### src/rtl/lc3_decode_pkg.sv
`default_nettype none
// ============================================================================
// Module      : lc3_decode_pkg
// Description : Shared types and constants for the LC3 decode stage:
//               opcode enumeration, ALU / PC-select / writeback codes,
//               control field widths and the packed E_Control layout.
// Ports       : none (package)
// Revision    : 1.0 - initial release
// ============================================================================
package lc3_decode_pkg;

  typedef enum logic [3:0] {
    OP_BR   = 4'b0000,
    OP_ADD  = 4'b0001,
    OP_LD   = 4'b0010,
    OP_ST   = 4'b0011,
    OP_JSR  = 4'b0100,
    OP_AND  = 4'b0101,
    OP_LDR  = 4'b0110,
    OP_STR  = 4'b0111,
    OP_RTI  = 4'b1000,
    OP_NOT  = 4'b1001,
    OP_LDI  = 4'b1010,
    OP_STI  = 4'b1011,
    OP_JMP  = 4'b1100,
    OP_RES  = 4'b1101,
    OP_LEA  = 4'b1110,
    OP_TRAP = 4'b1111
  } opcode_e;

  localparam int ECTRL_W = 6;
  localparam int WCTRL_W = 2;
  localparam int MCTRL_W = 1;

  localparam logic [1:0] ALU_ADD = 2'b00;
  localparam logic [1:0] ALU_AND = 2'b01;
  localparam logic [1:0] ALU_NOT = 2'b10;

  // Address base for the Execute address adder
  localparam logic [1:0] PCSEL1_NONE  = 2'b00;
  localparam logic [1:0] PCSEL1_PCREL = 2'b01;
  localparam logic [1:0] PCSEL1_BASE  = 2'b10;
  localparam logic [1:0] PCSEL1_JMP   = 2'b11;

  localparam logic [1:0] WB_ALU = 2'b00;
  localparam logic [1:0] WB_PC  = 2'b01;
  localparam logic [1:0] WB_MEM = 2'b10;

  typedef struct packed {
    logic [1:0] alu_control;
    logic [1:0] pcselect1;
    logic       pcselect2;
    logic       op2select;
  } e_control_t;

endpackage
`default_nettype wire

### src/rtl/lc3_decode_ctrl_lut.sv
`default_nettype none
// ============================================================================
// Module      : lc3_decode_ctrl_lut
// Description : Purely combinational opcode decoder producing the Execute,
//               Writeback and Memory control words plus an illegal flag.
// Ports       : opcode    in  4  instruction bits [15:12]
//               ir5       in  1  instruction bit 5 (imm5 / register select)
//               e_control out 6  {alu_control, pcselect1, pcselect2, op2select}
//               w_control out 2  writeback select
//               m_control out 1  indirect memory access
//               illegal   out 1  opcode not supported
// Revision    : 1.0 - initial release
// ============================================================================
module lc3_decode_ctrl_lut
  import lc3_decode_pkg::*;
(
  input  logic [3:0]         opcode,
  input  logic               ir5,
  output logic [ECTRL_W-1:0] e_control,
  output logic [WCTRL_W-1:0] w_control,
  output logic [MCTRL_W-1:0] m_control,
  output logic               illegal
);

  e_control_t w_e;

  always_comb begin
    w_e             = '0;
    w_e.alu_control = ALU_ADD;
    w_e.pcselect1   = PCSEL1_NONE;
    w_control       = WB_ALU;
    m_control       = '0;
    illegal         = 1'b0;
    case (opcode_e'(opcode))
      OP_ADD: w_e.op2select = ~ir5;
      OP_AND: begin
        w_e.alu_control = ALU_AND;
        w_e.op2select   = ~ir5;
      end
      OP_NOT: begin
        w_e.alu_control = ALU_NOT;
        w_e.op2select   = 1'b1;
      end
      OP_BR, OP_ST: begin
        w_e.pcselect1 = PCSEL1_PCREL;
        w_e.pcselect2 = 1'b1;
      end
      OP_LD: begin
        w_e.pcselect1 = PCSEL1_PCREL;
        w_e.pcselect2 = 1'b1;
        w_control     = WB_MEM;
      end
      OP_LDI: begin
        w_e.pcselect1 = PCSEL1_PCREL;
        w_e.pcselect2 = 1'b1;
        w_control     = WB_MEM;
        m_control     = 1'b1;
      end
      OP_STI: begin
        w_e.pcselect1 = PCSEL1_PCREL;
        w_e.pcselect2 = 1'b1;
        m_control     = 1'b1;
      end
      OP_LEA: begin
        w_e.pcselect1 = PCSEL1_PCREL;
        w_e.pcselect2 = 1'b1;
        w_control     = WB_PC;
      end
      OP_LDR: begin
        w_e.pcselect1 = PCSEL1_BASE;
        w_control     = WB_MEM;
      end
      OP_STR: w_e.pcselect1 = PCSEL1_BASE;
      OP_JMP: w_e.pcselect1 = PCSEL1_JMP;
      // JSR, RTI, reserved and TRAP: all controls stay zero
      default: illegal = 1'b1;
    endcase
  end

  assign e_control = w_e;

endmodule
`default_nettype wire

### src/rtl/lc3_decode_stage.sv
`default_nettype none
// ============================================================================
// Module      : lc3_decode_stage
// Description : LC3 decode pipeline stage. Latches the instruction and its
//               PC+1 when enable_decode is high and registers the decoded
//               Execute / Writeback / Memory controls, a one-cycle valid
//               strobe and an illegal-opcode flag.
//               Optional macro DECODE_ILLEGAL_CNT_EN adds a saturating
//               illegal-opcode counter on port illegal_cnt.
// Ports       : clk, rst (async active-low), enable_decode,
//               instr_dout[DATA_W], npc_in[DATA_W]  -> inputs
//               IR, npc_out, E_Control[6], W_Control[2], Mem_Control,
//               decode_valid, illegal_op, [illegal_cnt] -> outputs
// Revision    : 1.0 - initial release
// ============================================================================
module lc3_decode_stage
  import lc3_decode_pkg::*;
#(
  parameter int DATA_W    = 16,
  parameter int ILL_CNT_W = 8
) (
  input  logic                clk,
  input  logic                rst,
  input  logic                enable_decode,
  input  logic [DATA_W-1:0]   instr_dout,
  input  logic [DATA_W-1:0]   npc_in,
  output logic [DATA_W-1:0]   IR,
  output logic [DATA_W-1:0]   npc_out,
  output logic [ECTRL_W-1:0]  E_Control,
  output logic [WCTRL_W-1:0]  W_Control,
  output logic [MCTRL_W-1:0]  Mem_Control,
  output logic                decode_valid,
  output logic                illegal_op
`ifdef DECODE_ILLEGAL_CNT_EN
  ,
  output logic [ILL_CNT_W-1:0] illegal_cnt
`endif
);

  logic [ECTRL_W-1:0] w_e_ctrl;
  logic [WCTRL_W-1:0] w_w_ctrl;
  logic [MCTRL_W-1:0] w_m_ctrl;
  logic               w_illegal;

  logic [DATA_W-1:0]  r_ir;
  logic [DATA_W-1:0]  r_npc;
  logic [ECTRL_W-1:0] r_e_ctrl;
  logic [WCTRL_W-1:0] r_w_ctrl;
  logic [MCTRL_W-1:0] r_m_ctrl;
  logic               r_valid;
  logic               r_illegal;

  lc3_decode_ctrl_lut u_lut (
    .opcode    (instr_dout[15:12]),
    .ir5       (instr_dout[5]),
    .e_control (w_e_ctrl),
    .w_control (w_w_ctrl),
    .m_control (w_m_ctrl),
    .illegal   (w_illegal)
  );

  always_ff @(posedge clk or negedge rst) begin
    if (!rst) begin
      r_ir      <= '0;
      r_npc     <= '0;
      r_e_ctrl  <= '0;
      r_w_ctrl  <= '0;
      r_m_ctrl  <= '0;
      r_valid   <= 1'b0;
      r_illegal <= 1'b0;
    end else begin
      r_valid <= enable_decode;
      if (enable_decode) begin
        r_ir      <= instr_dout;
        r_npc     <= npc_in;
        r_e_ctrl  <= w_e_ctrl;
        r_w_ctrl  <= w_w_ctrl;
        r_m_ctrl  <= w_m_ctrl;
        r_illegal <= w_illegal;
      end
    end
  end

`ifdef DECODE_ILLEGAL_CNT_EN
  localparam logic [ILL_CNT_W-1:0] c_cnt_one = {{(ILL_CNT_W-1){1'b0}}, 1'b1};

  logic [ILL_CNT_W-1:0] r_ill_cnt;

  // Saturates at all-ones so a stream of bad opcodes never wraps to zero
  always_ff @(posedge clk or negedge rst) begin
    if (!rst) begin
      r_ill_cnt <= '0;
    end else if (enable_decode && w_illegal && (r_ill_cnt != '1)) begin
      r_ill_cnt <= r_ill_cnt + c_cnt_one;
    end
  end

  assign illegal_cnt = r_ill_cnt;
`endif

  assign IR           = r_ir;
  assign npc_out      = r_npc;
  assign E_Control    = r_e_ctrl;
  assign W_Control    = r_w_ctrl;
  assign Mem_Control  = r_m_ctrl;
  assign decode_valid = r_valid;
  assign illegal_op   = r_illegal;

endmodule
`default_nettype wire

### config.mk
export PLATFORM = sky130hd
export DESIGN_NAME = lc3_decode_stage
export DESIGN_NICKNAME = d
export VERILOG_FILES = /design/src/rtl/lc3_decode_pkg.sv /design/src/rtl/lc3_decode_ctrl_lut.sv /design/src/rtl/lc3_decode_stage.sv
export SDC_FILE = /design/constraint.sdc
export NUM_CORES = 1
export LEC_CHECK = 0
export BUFFER_PORTS_ARGS = -buffer_cell sky130_fd_sc_hd__buf_2
export CORE_MARGIN = 2
export CORE_UTILIZATION = 36
export DETAILED_ROUTE_END_ITERATION = 8
export PLACE_DENSITY = 0.62
export SYNTH_ARGS = -nofsm -noshare
export SYNTH_HDL_FRONTEND = slang
export SYNTH_SLANG_ARGS = --single-unit
### constraint.sdc
create_clock -name clk -period 1.3 [get_ports clk]
set_input_delay 0.26 -clock clk [delete_from_list [all_inputs] [get_ports clk]]
set_output_delay 0.26 -clock clk [all_outputs]
set_load 0.005 [all_outputs]
==> impl_metrics.py, run 1 <==
metrics = {
    "cts": {
        "cts_max_level": 2,
        "clock-sinks": 43,
        "cts_buffers": 5,
        "ctsResizeCount": 0,
        "cts_max_path_buffers": 2,
        "clk_latency_ps": 290,
        "clk_pin_slew_worst_paths_ps": 80,
        "clockRootBuffer": "clkbuf_8",
        "cts_tree": "built",
    },
    "floorplan": {
        "initial_core_util_pct": 38.0,
        "dieArea_mm2": 0.00567,
        "pin_count": 78,
        "fp.dieW_um": 75.3,
        "die_h_um": 75.3,
        "num_rows": 25,
        "core_mm2": 0.00482,
    },
    "timing": {
        "rsz0062_at_grt": "false",
        "period_share_pct": 83.3,
        "slew_viol_final": 0,
        "fmax_mhz": 923,
        "tns_ps": 0,
        "setup_viol": 0,
        "fin_ws_ps": 217,
        "skew_ps": 0,
        "period_needed_ps": 1080,
        "report.final.hold_viol_count": 0,
        "tightest_slew_ps": 250,
        "slew_headroom_pct": 83.4,
    },
    "critical_path": {
        "cp.arrival_ps": 820,
        "r2r-end": "IR[3]",
        "slowest_delay_ps": 400,
        "cp.required_ps": 1040,
        "cp_max_fo": 2,
        "crit_family": "flip-flops",
        "rr_worst_depth": 1,
        "crit_type": "register to primary output",
        "cp-start-kind": "register",
        "cpMaxStageDelayCell": "dfrtp_1",
        "r2r_start": "IR[3]",
        "worstPathCellList": "buf_2",
        "worst-path-buf-inv": 1,
        "r2r_setup_slack_ps": 530,
        "cp-end-kind": "primary output",
    },
    "synthesis": {
        "syn_nets": 159,
        "yosys.area.top_type": "dfrtp_1",
        "ys_types": 27,
        "avgSynthCellArea_um2": 14.8,
        "synth_area_mm2": 0.00183,
        "ys_seq_area_share_pct": 58.7,
        "ys_ff_latch": 43,
        "netlist_instances": 124,
        "synth_area_leaders": "dfrtp_1 59%, mux2_4 24%, buf_6 2.5%",
        "synth.yosys.warnings": 0,
        "yosysTopAreaCellShare_pct": 58.7,
    },
    "layout": {
        "utilization_pct": 50.5,
        "final_cells": 276,
        "synthToLayoutAreaGrowth_pct": 32.7,
        "nets": 243,
        "fillers": 454,
        "drive_gt1_share_pct": 59.3,
        "diodes": 0,
    },
    "run": {
        "max-cap-violations": 0,
    },
    "pwr": {
        "combPwrFrac_pct": 17.2,
        "p_clk_share_pct": 30.7,
        "power.switching_uw": 677,
        "ir_worst_vdd_mv": 0.536,
        "power_density_mw_per_mm2": 1200,
        "sw_frac_of_total_pct": 23.1,
        "p_seq_share_pct": 52.1,
        "power_leakage_nw": 1.26,
        "power.internal_mw": 2.25,
    },
    "routing": {
        "route.detailed.drc": 0,
        "vias": 1239,
        "ant_nets": 0,
        "viasPerCell": 4.49,
        "post_drt_wl_per_cell_um": 12.9,
        "drt_iter0_markers": 55,
        "dr.pass1.iters": 4,
        "postRouteWirelength_um": 3550,
    },
    "grt": {
        "grt_max_degree": 44,
        "grt.total_usage_pct": 13.0,
        "grt-ovfl-total": 0,
        "grt_pass1_wl_um": 5480,
        "grt_pass1_vias": 1160,
        "antenna_found_initial": 0,
    },
    "placement": {
        "dp_slack_ps": 121,
        "port_buffers": 77,
        "place_congestion": 0.778,
        "dp_cells": 267,
        "dp_hpwl_um": 2600,
    },
    "status": {
        "status": "finished clean",
    },
    "min_path": {
        "min_from": "instr_dout[11]",
        "hold_end": "IR[11]",
        "hold_path.class": "primary input to register",
        "hold_path_depth": 2,
    },
}
-- how the worst max path moves through the flow --
stage | end | from | slack [ps] | depth (start not counted)
after floorplan | IR[0] | enable_decode | 360 | 3
after global placement | IR[2] | enable_decode | 120 | 3
after detailed placement | IR[9] | enable_decode | 120 | 3
after CTS | E_Control[4] | E_Control[4] | 190 | 1
after global routing | E_Control[4] | E_Control[4] | 170 | 1
final | E_Control[4] | E_Control[4] | 220 | 1
-- Yosys cell counts, drive strengths merged --
| library cell | n |
|---|---|
| o221ai | 1 |
| mux2 | 31 |
| o2111ai | 1 |
| nand4b | 1 |
| buf | 7 |
| a31oi | 1 |
| nand4 | 1 |
| o21ai | 7 |
| and2b | 1 |
| mux2i | 1 |
| o22ai | 1 |
| nor2b | 2 |
| inv | 10 |
| a21oi | 2 |
| nor3 | 1 |
| nand3 | 4 |
| nor2 | 4 |
| dfrtp | 43 |
| nand2 | 3 |
| o21a | 1 |
| o21bai | 1 |
-- layer usage --
metal | up-vias | share of wire (%) | routed length (um) | global-route usage [%]
li1 | 592 | - | - | -
met1 | 590 | 45 | 1600 | 18.2
met2 | 52 | 45 | 1590 | 18.7
met3 | 5 | 8.6 | 305 | 4.89
met4 | 0 | 1.4 | 51 | 4.68
met5 | - | 0 | 0 | 0
-- through the flow --
| step | hold WS (ps) | power, mW | cell area, um^2 |
|---|---|---|---|
| 6_report | 200 | 2.92 | 2430 |
| 2_1_floorplan | -35.6 | 1.80 | 1830 |
| 3_3_place_gp | 256 | 2.05 | 2320 |
| 5_1_grt | 185 | 3.10 | 2430 |
| 4_1_cts | 188 | 2.98 | 2430 |
| 3_5_place_dp | 255 | 2.06 | 2320 |
-- cell type report --
class | instances | area [um^2] | area share [%]
tap | 67 | 83.8 | 3.45
multi-input combinational | 64 | 656 | 27.0
sequential | 43 | 1080 | 44.3
clock buffer | 8 | 100 | 4.12
timing repair buffer | 84 | 478 | 19.7
inverter | 10 | 37.5 | 1.54
-- power groups by stage --
| stage | registers (mW) | logic, mW | clock network (mW) |
|---|---|---|---|
| 4_1_cts | 1.52 | 0.514 | 0.941 |
| 3_3_place_gp | 1.55 | 0.506 | 0 |
| 3_5_place_dp | 1.55 | 0.511 | 0 |
| 6_report | 1.52 | 0.503 | 0.898 |
| 5_1_grt | 1.54 | 0.555 | 1.00 |
| 2_1_floorplan | 1.56 | 0.246 | 0 |
-- cell usage in the layout, fill, tap and decap left out --
cell type      instances
nor2_1                 4
and2b_1                1
dfrtp_1               43
nand2_2                1
a31oi_1                1
nor2b_2                1
nor2b_1                1
mux2_2                 2
dlygate4sd3_1          1
o21bai_1               1
clkbuf_8               7
o2111ai_1              1
o21ai_1                6
nand2_1                2
mux2i_1                1
buf_2                 77
buf_12                 3
o21a_1                 1
o22ai_1                1
a21oi_1                2
o21ai_0                1
nor3_1                 1
buf_4                  3
mux2_4                29
clkbuf_1               1
nand4b_1               1
nand4_1                1
o221ai_2               1
inv_1                 10
nand3_1                4
-- state kept, by name (all words and copies together) (netlist names) --
register / flops
W_Control: 2
IR: 16
illegal_op: 1
decode_valid: 1
npc_out: 16
Mem_Control: 1
E_Control: 6
-- repair_timing --
item / in CTS / in global routing
hold buffers: 1 / 0
buffers inserted: 0 / 0
endpoints found under the hold margin: 43 / 0
-- kinds of logic (layout without fill, tap and decap cells) --
family / Yosys count / count (layout) / synth area share, %
multiplexers: 32 / 32 / 25.5
AND/OR/NAND/NOR: 17 / 17 / 4.99
AO/OA/AOI/OAI: 15 / 15 / 5.26
buffers and inverters: 17 / 102 / 5.46
flip-flops: 43 / 43 / 58.7
Note: power is estimated with default switching activity, not from simulation.
==> run 2: changes to the inputs <==
--- a/config.mk
+++ b/config.mk
@@ -5,11 +5,12 @@
 export SDC_FILE = /design/constraint.sdc
 export NUM_CORES = 1
 export LEC_CHECK = 0
+export ABC_AREA = 1
 export BUFFER_PORTS_ARGS = -buffer_cell sky130_fd_sc_hd__buf_2
 export CORE_MARGIN = 2
 export CORE_UTILIZATION = 36
 export DETAILED_ROUTE_END_ITERATION = 8
-export PLACE_DENSITY = 0.62
+export PLACE_DENSITY = 0.65
 export SYNTH_ARGS = -nofsm -noshare
 export SYNTH_HDL_FRONTEND = slang
 export SYNTH_SLANG_ARGS = --single-unit
==> constraint.sdc (replaced) <==
create_clock -name clk -period 0.9 [get_ports clk]
set_input_delay 0.18 -clock clk [delete_from_list [all_inputs] [get_ports clk]]
set_output_delay 0.18 -clock clk [all_outputs]
set_load 0.005 [all_outputs]
==> impl_metrics.py, run 2 <==
metrics = {
    "layout": {
        "diodes": 0,
        "final_cells": 345,
        "regArea_mm2": 0.00108,
        "synthToLayoutAreaGrowth_pct": 37.8,
        "fillers": 454,
        "drive_gt1_share_pct": 36.4,
        "final_cell_mix": "116 x nand2_1, 77 x buf_2, 43 x dfrtp_1, 16 x buf_4, 7 x nor2_1",
        "final_common_cell": "nand2_1",
        "nets": 325,
        "multi_input_area_um2": 558,
    },
    "floorplan": {
        "initial_core_util_pct": 37.0,
        "fp.dieW_um": 73.2,
        "core_mm2": 0.00466,
        "pin_count": 78,
        "die_h_um": 73.2,
        "num_rows": 25,
        "dieArea_mm2": 0.00536,
    },
    "synthesis": {
        "syn_nets": 230,
        "synth_area_mm2": 0.00173,
        "ys_types": 15,
        "yosysTopAreaCellShare_pct": 62.4,
        "ys_ff_latch": 43,
        "synth.most_common_cell": "nand2_1",
        "ys_seq_area_share_pct": 62.4,
        "synth_ff_type": "dfrtp_1",
        "async_reset_ff_share_pct": 100,
        "yosys.area.top_type": "dfrtp_1",
        "synth_edf_count": 0,
        "synth_area_leaders": "dfrtp_1 62%, nand2_1 25%, buf_6 2.6%",
        "netlist_instances": 195,
        "avgSynthCellArea_um2": 8.85,
        "synth.yosys.warnings": 0,
        "synth_commonest_cells": "116 x nand2_1, 43 x dfrtp_1, 7 x nor2_1, 6 x o21ai_0",
    },
    "timing": {
        "skew_ps": 0,
        "setup_viol": 43,
        "fmax_mhz": 1000,
        "period_share_pct": 111,
        "slew_headroom_pct": 85.5,
        "whs_ps": 88.0,
        "report.final.hold_viol_count": 0,
        "tightest_slew_ps": 217,
        "fin_ws_ps": -97.2,
        "period_needed_ps": 997,
        "slew_viol_final": 0,
        "rsz0062_at_grt": "true",
    },
    "critical_path": {
        "cp.required_ps": 720,
        "cp-start-kind": "register",
        "slowest_delay_ps": 400,
        "cp-end-kind": "primary output",
        "worst-path-buf-inv": 1,
        "crit_family": "flip-flops",
        "cp_max_fo": 2,
        "cpMaxStageDelayCell": "dfrtp_1",
        "worstPathCellList": "buf_2",
        "cp.arrival_ps": 820,
        "crit_type": "register to primary output",
    },
    "grt": {
        "antenna_found_initial": 0,
        "grt-ovfl-total": 0,
        "grt.total_usage_pct": 15.0,
        "grt_pass1_vias": 1326,
        "grt_pass1_wl_um": 6060,
        "grt_max_degree": 37,
    },
    "routing": {
        "postRouteWirelength_um": 3880,
        "dr_wl_met3_um": 251,
        "dr_wl_met2_um": 1710,
        "vias": 1506,
        "ant_nets": 0,
        "drt_iter0_markers": 46,
        "post_drt_wl_per_cell_um": 11.3,
        "wl_met1_um": 1910,
        "route.detailed.drc": 0,
        "dr.pass1.iters": 6,
        "highest_layer": "met4",
        "viasPerCell": 4.37,
    },
    "cts": {
        "cts_max_level": 2,
        "clock-sinks": 43,
        "clk_pin_slew_worst_paths_ps": 80,
        "cts_max_path_buffers": 2,
        "clk_latency_ps": 290,
        "cts_buffers": 5,
        "cts_tree": "built",
        "clockRootBuffer": "clkbuf_8",
    },
    "placement": {
        "dp_hpwl_um": 2740,
        "dp_cells": 325,
        "port_buffers": 77,
        "place_congestion": 0.798,
    },
    "pwr": {
        "power_mw": 4.01,
        "ir_worst_vdd_mv": 0.633,
        "power_density_mw_per_mm2": 1690,
        "power_leakage_nw": 1.41,
    },
    "status": {
        "failed_checks": "negative setup slack",
        "status": "complete, but fails checks",
    },
    "min_path": {
        "hold_path.class": "primary input to register",
    },
    "run": {
        "max-cap-violations": 0,
    },
}
-- run 2: changes by cell type in the layout (fill, tap and decap cells not counted), moves of 2 or more --
| cell | previous run | this run |
|---|---|---|
| clkbuf_8 | 7 | 5 |
| nor2_1 | 4 | 7 |
| mux2_2 | 2 | 0 |
| buf_4 | 3 | 16 |
| o21ai_1 | 6 | 0 |
| o21ai_0 | 1 | 6 |
| nand3_1 | 4 | 2 |
| mux2_4 | 29 | 0 |
| inv_1 | 10 | 4 |
| nand2_1 | 2 | 116 |
-- run 2: per-stage QoR --
step | setup TNS, ps | setup WS (ps) | cell area [um^2] | util [%]
5_1_grt | -5020 | -139 | 2380 | 51.0
3_5_place_dp | 0 | 25.5 | 2200 | 47.2
2_1_floorplan | 0 | 50.9 | 1730 | -
4_1_cts | -3830 | -119 | 2330 | 50.0
6_report | -3110 | -97.2 | 2380 | 51.0
3_3_place_gp | 0 | 27.0 | 2200 | 47.2
-- run 2: worst paths after layout --
path,start,to,slack (ps),cells after the start
setup / recovery,Mem_Control,Mem_Control,-100,1
hold / removal,instr_dout[6],IR[6],90,3
setup reg to reg,IR[5],IR[5],80,4
hold reg to reg,npc_out[7],npc_out[7],470,2
max in group asynchronous,rst,IR[10],170,3
min in group asynchronous,rst,npc_out[4],280,2
-- run 2: cells by family (layout without fill, tap and decap cells) --
family	after synthesis	after routing	synth area share [%]
buffers and inverters	14	110	5.44
AO/OA/AOI/OAI	10	10	3.19
flip-flops	43	43	62.4
AND/OR/NAND/NOR	128	128	29.0
-- run 2: worst reg2reg max path: stages (launching register included) --
cell	delay, ps
dfrtp_1	380
buf_4	130
buf_4	120
nand2_1	50
nand2_1	40
-- run 2: timing repair --
action | 4_1_cts | 5_1_grt
pin swaps | 0 | 1
hold buffers | 1 | 0
resized for setup | 0 | 1
hold endpoints to repair | 7 | 0
setup buffers | 5 | 6
setup endpoints to repair | 43 | 44
cloned | 0 | 0
-- run 2: cell type report --
| class | count | area share, % |
|---|---|---|
| sequential | 43 | 45.3 |
| timing repair buffer | 97 | 24.2 |
| multi-input combinational | 138 | 23.5 |
| clock buffer | 7 | 3.21 |
| tap | 54 | 2.84 |
| inverter | 5 | 0.789 |
| clock inverter | 1 | 0.211 |
-- run 2: power by group --
group	switching [mW]	internal, mW
clock	0.627	0.545
combinational	0.327	0.339
sequential	0.0773	2.09
total	1.03	2.98
-- run 2: routing by layer --
metal  track usage (%)  up-vias
li1                  -      780
met1              20.0      672
met2              23.4       52
met3              5.39        2
met4              3.70        0
met5                 0        -
==> run 3: changes to the inputs <==
--- a/config.mk
+++ b/config.mk
@@ -9,8 +9,11 @@
 export BUFFER_PORTS_ARGS = -buffer_cell sky130_fd_sc_hd__buf_2
 export CORE_MARGIN = 2
 export CORE_UTILIZATION = 36
+export CTS_CLUSTER_SIZE = 30
 export DETAILED_ROUTE_END_ITERATION = 8
 export PLACE_DENSITY = 0.65
+export RECOVER_POWER = 100
+export SKIP_LAST_GASP = 1
 export SYNTH_ARGS = -nofsm -noshare
 export SYNTH_HDL_FRONTEND = slang
 export SYNTH_SLANG_ARGS = --single-unit
==> impl_metrics.py, run 3 (synthesis gave the netlist of run 2 again) <==
metrics = {
    "pwr": {
        "power_density_mw_per_mm2": 1700,
        "power_leakage_nw": 1.40,
        "ir_worst_vdd_mv": 0.633,
    },
    "critical_path": {
        "crit_type": "register to primary output",
        "cpMaxStageDelayCell": "dfrtp_1",
        "slowest_delay_ps": 400,
        "worst-path-buf-inv": 1,
        "cp.required_ps": 720,
        "cp_max_fo": 2,
        "crit_family": "flip-flops",
        "worstPathCellList": "buf_2",
        "cp.arrival_ps": 820,
        "cp-end-kind": "primary output",
        "cp-start-kind": "register",
    },
    "timing": {
        "report.final.hold_viol_count": 0,
        "fmax_mhz": 1000,
        "setup_viol": 43,
        "fin_ws_ps": -97.2,
        "tns_ps": -3100,
        "whs_ps": 88.0,
        "period_share_pct": 111,
        "slew_viol_final": 0,
        "rsz0062_at_grt": "true",
        "skew_ps": 0,
        "tightest_slew_ps": 330,
        "period_needed_ps": 997,
        "slew_headroom_pct": 78.0,
    },
    "floorplan": {
        "initial_core_util_pct": 37.0,
        "fp.dieW_um": 73.2,
        "dieArea_mm2": 0.00536,
        "pin_count": 78,
        "die_h_um": 73.2,
        "num_rows": 25,
        "core_mm2": 0.00466,
    },
    "routing": {
        "dr_wl_met3_um": 256,
        "viasPerCell": 4.34,
        "wl_met1_um": 1890,
        "postRouteWirelength_um": 3880,
        "dr.pass1.iters": 4,
        "drt_iter0_markers": 53,
        "highest_layer": "met4",
        "ant_nets": 0,
        "route.detailed.drc": 0,
        "post_drt_wl_per_cell_um": 11.2,
        "vias": 1497,
        "dr_wl_met2_um": 1720,
    },
    "placement": {
        "port_buffers": 77,
        "post_dp_cell_area_mm2": 0.00220,
        "place_congestion": 0.798,
        "dp_cells": 325,
        "dp_hpwl_um": 2740,
    },
    "layout": {
        "drive_gt1_share_pct": 35.7,
        "synthToLayoutAreaGrowth_pct": 35.7,
        "final_cell_mix": "116 x nand2_1, 76 x buf_2, 43 x dfrtp_1, 13 x buf_4, 7 x nor2_1",
        "final_cells": 345,
        "diodes": 0,
        "nets": 325,
        "fin_area_mm2": 0.00234,
        "fillers": 462,
        "final_common_cell": "nand2_1",
    },
    "status": {
        "status": "complete, but fails checks",
        "failed_checks": "negative setup slack",
    },
    "grt": {
        "grt_pass1_vias": 1326,
        "grt_pass1_wl_um": 6060,
        "grt.total_usage_pct": 15.0,
        "grt-ovfl-total": 0,
        "grt_max_degree": 37,
        "antenna_found_initial": 0,
    },
    "cts": {
        "clk_latency_ps": 290,
        "clockRootBuffer": "clkbuf_8",
        "cts_max_level": 2,
        "cts_max_path_buffers": 2,
        "clock-sinks": 43,
        "clk_pin_slew_worst_paths_ps": 80,
        "cts_tree": "built",
        "cts_buffers": 5,
    },
    "run": {
        "max-cap-violations": 0,
    },
    "min_path": {
        "hold_path.class": "primary input to register",
    },
}
run 3: where the power goes:
group	leakage [nW]	internal, mW	switching [mW]
Clock	0.0422	0.545	0.626
Sequential	0.530	2.09	0.0771
Combinational	0.823	0.319	0.324
run 3: final cells by class:
class                      count  area [um^2]  share of cell area (%)
inverter                       5         18.8                   0.802
timing repair buffer          97          539                    23.0
tap                           54         67.6                    2.89
sequential                    43         1080                    46.0
multi-input combinational    138          558                    23.8
clock inverter                 1         5.00                   0.214
clock buffer                   7         76.3                    3.26
run 3: timing repair:
item,CTS,global route
endpoints found under the setup margin,43,44
resized for setup,0,1
hold buffers,1,0
setup buffers,5,6
hold endpoints to repair,7,0
pin swaps,0,1
run 3: worst paths after layout:
path                                from           to  slack [ps]  depth (start not counted)
min reg2reg                   npc_out[7]   npc_out[7]         470                          2
max reg2reg                        IR[5]        IR[5]          80                          4
min                        instr_dout[6]        IR[6]          90                          3
max                          Mem_Control  Mem_Control        -100                          1
max in group asynchronous            rst       IR[10]         120                          3
min in group asynchronous            rst   npc_out[4]         270                          2
run 3: through the flow:
stage               setup WS [ps]  total power [mW]  util, %
floorplan                    50.9              2.47        -
global placement             27.0              2.81     47.2
detailed placement           25.5              2.82     47.2
CTS                          -119              4.05     50.0
global route                 -139              4.26     50.2
finish                      -97.2              3.98     50.2
run 3: per-layer routing:
metal  vias to the layer above  GRT usage, %
met5                         -             0
met4                         0          3.70
met3                         2          5.39
met2                        51          23.4
met1                       667          20.0
li1                        777             -
run 3: worst reg2reg max path, stage by stage (launching register included):
cell and delay [ps]:
dfrtp_1 380, clkbuf_4 130, buf_4 120, nand2_1 50, nand2_1 40
